--- config.mk ---
export PLATFORM = sky130hd
export DESIGN_NAME = uart_tx_mmio
export DESIGN_NICKNAME = d
export VERILOG_FILES = /design/src/rtl/uart_tx_mmio.sv
export SDC_FILE = /design/constraint.sdc
export NUM_CORES = 1
export LEC_CHECK = 0
export ABC_AREA = 1
export BUFFER_PORTS_ARGS = -buffer_cell sky130_fd_sc_hd__buf_2
export CAP_MARGIN = 20
export CORE_ASPECT_RATIO = 1.4
export CORE_MARGIN = 2
export CORE_UTILIZATION = 53
export CTS_CLUSTER_SIZE = 10
export DETAILED_ROUTE_END_ITERATION = 12
export PLACE_DENSITY = 0.92
export SLEW_MARGIN = 10
export SYNTH_ARGS = -nofsm -noshare
export SYNTH_HDL_FRONTEND = slang
export SYNTH_SLANG_ARGS = --single-unit
--- constraint.sdc ---
create_clock -name clock -period 2.88 [get_ports clock]
set_input_delay 0.576 -clock clock [delete_from_list [all_inputs] [get_ports clock]]
set_output_delay 0.576 -clock clock [all_outputs]
set_load 0.05 [all_outputs]
--- src/rtl/uart_tx_mmio.sv ---
// rtl/uart_tx_mmio.sv - memory-mapped UART transmitter with push buffer
// Define UART_TX_FIFO_EN for a 4-entry FIFO; otherwise a single holding register is used.
module uart_tx_mmio #(
    parameter int unsigned CLKS_PER_BIT = 868,
    parameter logic [31:0] TX_ADDR      = 32'h0000_03f4,
    parameter logic [31:0] STAT_ADDR    = 32'h0000_03f0
) (
    input  logic        clock,
    input  logic        reset,
    input  logic [31:0] rw_addr,
    input  logic [31:0] w_data,
    input  logic        w_en,
    output logic        hit,
    output logic [31:0] r_data,
    output logic        tx
);
`ifdef UART_TX_FIFO_EN
    localparam logic [2:0] DEPTH = 3'd4;
`else
    localparam logic [2:0] DEPTH = 3'd1;
`endif
    localparam logic [15:0] BAUD_LAST = 16'(CLKS_PER_BIT - 1);

    typedef enum logic [1:0] {IDLE, START, DATA, STOP} state_t;

    state_t      state_q, state_d;
    logic [15:0] baud_q, baud_d;
    logic [2:0]  bit_q, bit_d;
    logic [7:0]  shift_q, shift_d;
    logic        tx_q, tx_d;
    logic [2:0]  count_q, count_d;
    logic [1:0]  rd_ptr_q, rd_ptr_d;
    logic [1:0]  wr_ptr_q, wr_ptr_d;
    logic        ovf_q, ovf_d;
    logic [7:0]  mem_q [4];
    logic [7:0]  mem_d [4];

    logic pop, push_req, push_ok, ovf_clr, baud_done;
    logic unused_wdata;

    assign unused_wdata = ^{w_data[31:8], w_data[2:0]};

    assign push_req  = w_en && (rw_addr == TX_ADDR);
    assign ovf_clr   = w_en && (rw_addr == STAT_ADDR) && w_data[3];
    assign baud_done = (baud_q == BAUD_LAST);

    assign hit    = (rw_addr == TX_ADDR) || (rw_addr == STAT_ADDR);
    assign r_data = (rw_addr == STAT_ADDR) ?
                    {28'b0, ovf_q, count_q == 3'd0, count_q == DEPTH, state_q != IDLE} : 32'b0;
    assign tx     = tx_q;

    function automatic logic [1:0] next_ptr(input logic [1:0] p);
        return ({1'b0, p} == DEPTH - 3'd1) ? 2'd0 : p + 2'd1;
    endfunction

    always_comb begin
        state_d = state_q;
        baud_d  = baud_q + 16'd1;
        bit_d   = bit_q;
        shift_d = shift_q;
        tx_d    = 1'b1;
        pop     = 1'b0;
        case (state_q)
            IDLE: begin
                baud_d = 16'd0;
                if (count_q != 3'd0) begin
                    pop     = 1'b1;
                    shift_d = mem_q[rd_ptr_q];
                    state_d = START;
                end
            end
            START: begin
                tx_d = 1'b0;
                if (baud_done) begin
                    state_d = DATA;
                    baud_d  = 16'd0;
                end
            end
            DATA: begin
                tx_d = shift_q[bit_q];
                if (baud_done) begin
                    baud_d = 16'd0;
                    bit_d  = bit_q + 3'd1;
                    if (bit_q == 3'd7) state_d = STOP;
                end
            end
            STOP: begin
                if (baud_done) begin
                    state_d = IDLE;
                    baud_d  = 16'd0;
                end
            end
            default: begin
                state_d = IDLE;
                baud_d  = 16'd0;
            end
        endcase
    end

    // A full buffer still accepts a push when the head leaves on the same edge.
    always_comb begin
        mem_d    = mem_q;
        rd_ptr_d = rd_ptr_q;
        wr_ptr_d = wr_ptr_q;
        push_ok  = push_req && ((count_q < DEPTH) || pop);
        if (push_ok) begin
            mem_d[wr_ptr_q] = w_data[7:0];
            wr_ptr_d        = next_ptr(wr_ptr_q);
        end
        if (pop) rd_ptr_d = next_ptr(rd_ptr_q);
        count_d = count_q + {2'b0, push_ok} - {2'b0, pop};
        ovf_d   = ovf_q;
        if (ovf_clr) ovf_d = 1'b0;
        if (push_req && !push_ok) ovf_d = 1'b1;
    end

    always_ff @(posedge clock or posedge reset) begin
        if (reset) begin
            state_q  <= IDLE;
            baud_q   <= 16'd0;
            bit_q    <= 3'd0;
            shift_q  <= 8'd0;
            tx_q     <= 1'b1;
            count_q  <= 3'd0;
            rd_ptr_q <= 2'd0;
            wr_ptr_q <= 2'd0;
            ovf_q    <= 1'b0;
        end else begin
            state_q  <= state_d;
            baud_q   <= baud_d;
            bit_q    <= bit_d;
            shift_q  <= shift_d;
            tx_q     <= tx_d;
            count_q  <= count_d;
            rd_ptr_q <= rd_ptr_d;
            wr_ptr_q <= wr_ptr_d;
            ovf_q    <= ovf_d;
        end
    end

    always_ff @(posedge clock) begin
        mem_q <= mem_d;
    end

endmodule
* After elaboration in Yosys (flattened, before gate mapping)
Cells that the tools add are included.
** Word-level totals
- Input port bits :: 67
- Register bits :: 70
- Output and inout bits :: 34
- Word-level logic and storage cells :: 83
** Cells by class
- Add/subtract/negate cells :: 6
- Bitwise operators :: 2
- Mux-type cells :: 24
- Order comparisons :: 5
- Equality and inequality tests :: 13
- Reduce and logical (&&, ||, !) cells :: 20
** Operators by type and width (number)
- 32-bit by 10-bit equality test with 1-bit output, second input constant :: 2
- 32-bit bitwise mux :: 1
- 16-bit case mux with 2 select lines :: 1
- 8-bit two-way mux :: 3
- 16-bit by 1-bit adder with 16-bit output, second input constant :: 1
- 8-bit binary-select mux with 2-bit select :: 1
- 8-bit demux with 2-bit select :: 1
- 16-bit by 10-bit equality test with 1-bit output, second input constant :: 1
- 16-bit two-way mux :: 1
- 2-bit two-way mux :: 7
- 2-bit inequality test, second input constant :: 5
- 2-bit case mux with 4 select lines :: 1
- 3-bit >= comparator, second input constant :: 2
- 1-bit logical AND :: 6
- 2-bit logical NOT :: 3
- 3-bit by 1-bit less-than comparator with 1-bit output, second input constant :: 2
- 2-bit NOT with 3-bit output :: 2
- 1-bit two-way mux :: 5
- 5-bit AND reduction :: 1
- 2-bit by 1-bit adder with 2-bit output, second input constant :: 2
- 2-bit equality test, second input constant :: 2
- 3-bit by 4-bit less-than comparator with 1-bit output, second input constant :: 1
- 4-bit two-way mux :: 1
- 2-bit AND reduction :: 2
- 14 further kinds :: 16

* Logic depth before layout (Yosys ltp)
- Depth after elaboration :: 8
- Depth in mapped cells :: 13
- Depth with buffers taken out :: 13

* Worst setup path before layout
Ideal clock, no wire load.
- Kind :: input-to-output
- From :: in rw_addr[15]
- To :: out r_data[1]
- Setup slack :: 49 ps
- Stages :: 7
- Buffers on the path :: 0
- Data required time :: 2304 ps
- Arrival :: 2255 ps
- Path through :: nor2_1 nand2_1 nor2_1 inv_1 nor2_1 nand2_1 nor3b_1
** On the way
- Word-level cells in the longest chain between the ends :: 2
** RTL lines
- from (decl) :: line 10 : input logic [31:0] rw_addr,
- 32-bit by 10-bit equality test with 1-bit output :: line 48 : assign r_data = (rw_addr == STAT_ADDR) ?
- 4-bit two-way mux :: line 48
- to (decl) :: line 14 : output logic [31:0] r_data,
Every way passes these cells.

* Final worst setup path
- From :: in rw_addr[15]
- To :: out r_data[2]
Same word-level chain as after synthesis.

==> impl_metrics.yaml <==
clock_tree:
  cts.sinks: 70
  post_cts_resized: 0
  cts_buffers: 9
  cts.path.max_buffers: 2
  worst_setup_hold_path_clk_slew_ns: 0.08
  cts_hold_buf: 0
  cts_htree_levels: 3
  tritoncts: "done"
  clock_latency_ns: 0.35
  root_buf_cell: "clkbuf_8"
  post_cts_setup_buffers: 0
final_layout:
  insertedDiodeCount: 0
  layout-area-overhead-vs-synth_pct: 11.69
  fillCellCount: 585
  register_area_um2: 1913
  final_layout_size_suffix_gt1_share_pct: 22.77
  multiInputGateArea_um2: 1563
  final_net_count: 550
drt:
  viasPerCell: 4.977
  postRouteWirelength_um: 7209
  initialDrtViolationCount: 144
  num_vias: 2812
  postRouteAntennaNets: 0
  dr.max_layer_used: "met4"
  detailedRoute.firstPassIterationCount: 5
  drc_errors: 0
  wl_per_cell_um: 12.76
  drt-met1-wl_um: 2612
  met2_wirelength_um: 4091
  met3_wirelength_um: 220
global_routing:
  grt_start_max_net_pins: 21
  grt_antenna_before_repair: 0
  first_global_vias: 2871
  grt_util_all_layers_pct: 20.37
  globalRoute.totalOverflow: 0
  grt_first_pass_wirelength_um: 12270
logic_synthesis:
  mappedNetlistArea_um2: 3790
  post_synth.cell_area_avg_um2: 9.335
  async_flop_share_pct: 54.29
  synth_seq_area_share_pct: 50.48
  synth_ff_type: "dfrtp_1"
  synth.top_cells.by_area: "edfxtp_1 (25%), dfrtp_1 (24%), nor2_1 (7.3%)"
  synth_largest_area_cell: "edfxtp_1"
  synthesis.yosys.warnings: 0
  netlist_instances: 406
  netlist-cell-type-count: 40
  number_of_synthesized_flops_with_an_enable_pin: 32
  postSynthRegisterBits: 70
  synth_top_area_share_pct: 25.35
sta:
  finalCriticalPeriod_ns: 2.367
  final_min_period_over_clock_period_pct: 82.19
  fin_tns_setup_ns: 0
  max_clock_freq_mhz: 422.5
  finalMaxSlewViolations: 0
  final-hold-violation-count: 0
  setup_violations: 0
  final.setup_skew_ns: 0.01024
  max-slew-margin-rel_pct: 49.62
  tightestPinTransition_ns: 0.7549
  rsz_0062_raised_after_global_routing: "no"
floorplan:
  initial_core_util_pct: 54.64
  die_width_um: 75.47
  top_level_port_count: 101
  row_count: 36
  core_area_um2: 6937
  die_y_um: 104.1
  design.die.area_um2: 7853
worst_hold_path:
  hold_path.class: "input port to async pin"
setup_path:
  start_kind: "input port"
  critical_path.slowest_cell: "buf_2"
  critical_path_required_ns: 2.30
  critPathMaxStageDelay_ns: 0.31
  cpMostUsedCell: "nor2_1"
  maximum_fanout_count_along_the_critical_path: 5
  critical_path_end_type: "output port"
  cp_data_arrival_time_ns: 1.79
  timing.setup.critical_path_class: "input port to output port"
  cp_cell_sequence: "buf_2 > nor2_1 > nand2_1 > nor2_1 > inv_1 > nor2_1 > nand2_1 > nor3_1 > buf_2"
run:
  max_cap_viol_count: 0
power:
  powerDensity_nw_per_um2: 445.5
  ir_worst_vdd_uv: 355.5
  p_leak_uw: 0.001907
  design_power_total_uw: 1886
placed_design:
  place.gp.congestion: 0.8851
  buffer_ports.inserted: 48
  hpwl_after_detailed_placement_um: 5232
outcome:
  outcome: "completed"
per-stage QoR:
stage	worst slack [ns]	hold WS, ns	std cells	instance area [um^2]	utilization, %
after floorplan	0.04886	0.4438	433	3891	-
after global placement	0.5693	0.4659	549	4060	58.53
after detailed placement	0.5211	0.4748	549	4060	58.53
after CTS	0.5208	0.3688	565	4233	61.02
after global routing	0.3521	0.4059	565	4233	61.02
final	0.5130	0.3518	565	4233	61.02
registers in the layout, summed over array words and instances (netlist names):
register,flops
rd_ptr_q,2
mem_q,32
state_q,2
bit_q,3
baud_q,16
wr_ptr_q,2
shift_q,8
ovf_q,1
count_q,3
tx,1
Yosys cell counts (2+ instances only):
master and instances:
a21oi_1 8, dfrtp_1 37, nand4_1 10, nor3b_1 2, a31oi_1 5, nor2_2 2
o22ai_1 5, nor2_1 74, nand3_1 10, ha_1 17, nand3_2 2, edfxtp_1 32
xor2_1 6, inv_2 8, nand2_2 5, nor2_4 5, nor3_1 6, nand2_4 4
inv_1 34, o21ai_0 21, buf_2 5, o21ai_1 6, nand2_1 55, nor3b_2 2
or2_2 2, buf_4 29
layout by cell type, fill, tap and decap left out, types with 7 or more instances in the layout:
| cell type | netlist | layout |
|---|---|---|
| nor2_1 | 74 | 74 |
| nand2_1 | 55 | 55 |
| buf_2 | 5 | 48 |
| dfrtp_1 | 37 | 37 |
| inv_1 | 34 | 34 |
| edfxtp_1 | 32 | 32 |
| conb_1 | 1 | 28 |
| o21ai_0 | 21 | 21 |
| ha_1 | 17 | 17 |
| nand4_1 | 10 | 10 |
| nand3_1 | 10 | 10 |
| clkbuf_8 | 0 | 9 |
| inv_2 | 8 | 8 |
| a21oi_1 | 8 | 8 |
| buf_4 | 29 | 7 |
path summary, 6_finish.rpt:
path	start	to	slack, ns	depth (start not counted)
setup / recovery	rw_addr[15]	r_data[2]	0.51	9
hold / removal	reset	baud_q[6]	0.35	2
setup reg to reg	state_q[0]	count_q[2]	0.73	12
hold reg to reg	baud_q[0]	baud_q[0]	0.48	1
max in group asynchronous	reset	baud_q[8]	1.79	3
min in group clock	w_data[7]	mem_q[7]	0.44	1
cell type report:
cell class,instances,share of cell area (%)
clock buffers,9,2.926
clock inverters,7,1.153
inverters,45,4.079
multi-input cells,284,36.92
flip-flops and latches,70,45.20
well taps,95,2.808
repair buffers,55,6.917
worst max-delay path: cells and delay by family:
family                 cells  cell delay [ns]
and+or+nand+nor            6             0.76
buffers and inverters      3             0.46
power by group:
group / total, uW / switching, uW / internal, uW
clock: 707 / 392 / 315
sequential: 1040 / 0.0000000162 / 1040
combinational: 134 / 109 / 25.1
routing by layer:
layer | up-vias | GRT usage [%]
met5 | - | 0
met4 | 0 | 11.40
met3 | 26 | 4.264
met2 | 74 | 36.21
met1 | 1324 | 21.04
li1 | 1388 | -
cells by family (layout without fill, tap and decap cells):
| group | Yosys count | in the layout | synth area share [%] |
|---|---|---|---|
| adder cells (fa/ha/maj) | 18 | 18 | 6.141 |
| buffers and inverters | 79 | 116 | 10.96 |
| XOR/XNOR | 7 | 7 | 1.618 |
| other | 1 | 28 | 0.09895 |
| AO/OA/AOI/OAI | 46 | 46 | 6.471 |
| AND/OR/NAND/NOR | 185 | 185 | 24.23 |
| flip-flops | 70 | 70 | 50.48 |
Note: power is estimated with default switching activity, not from simulation.
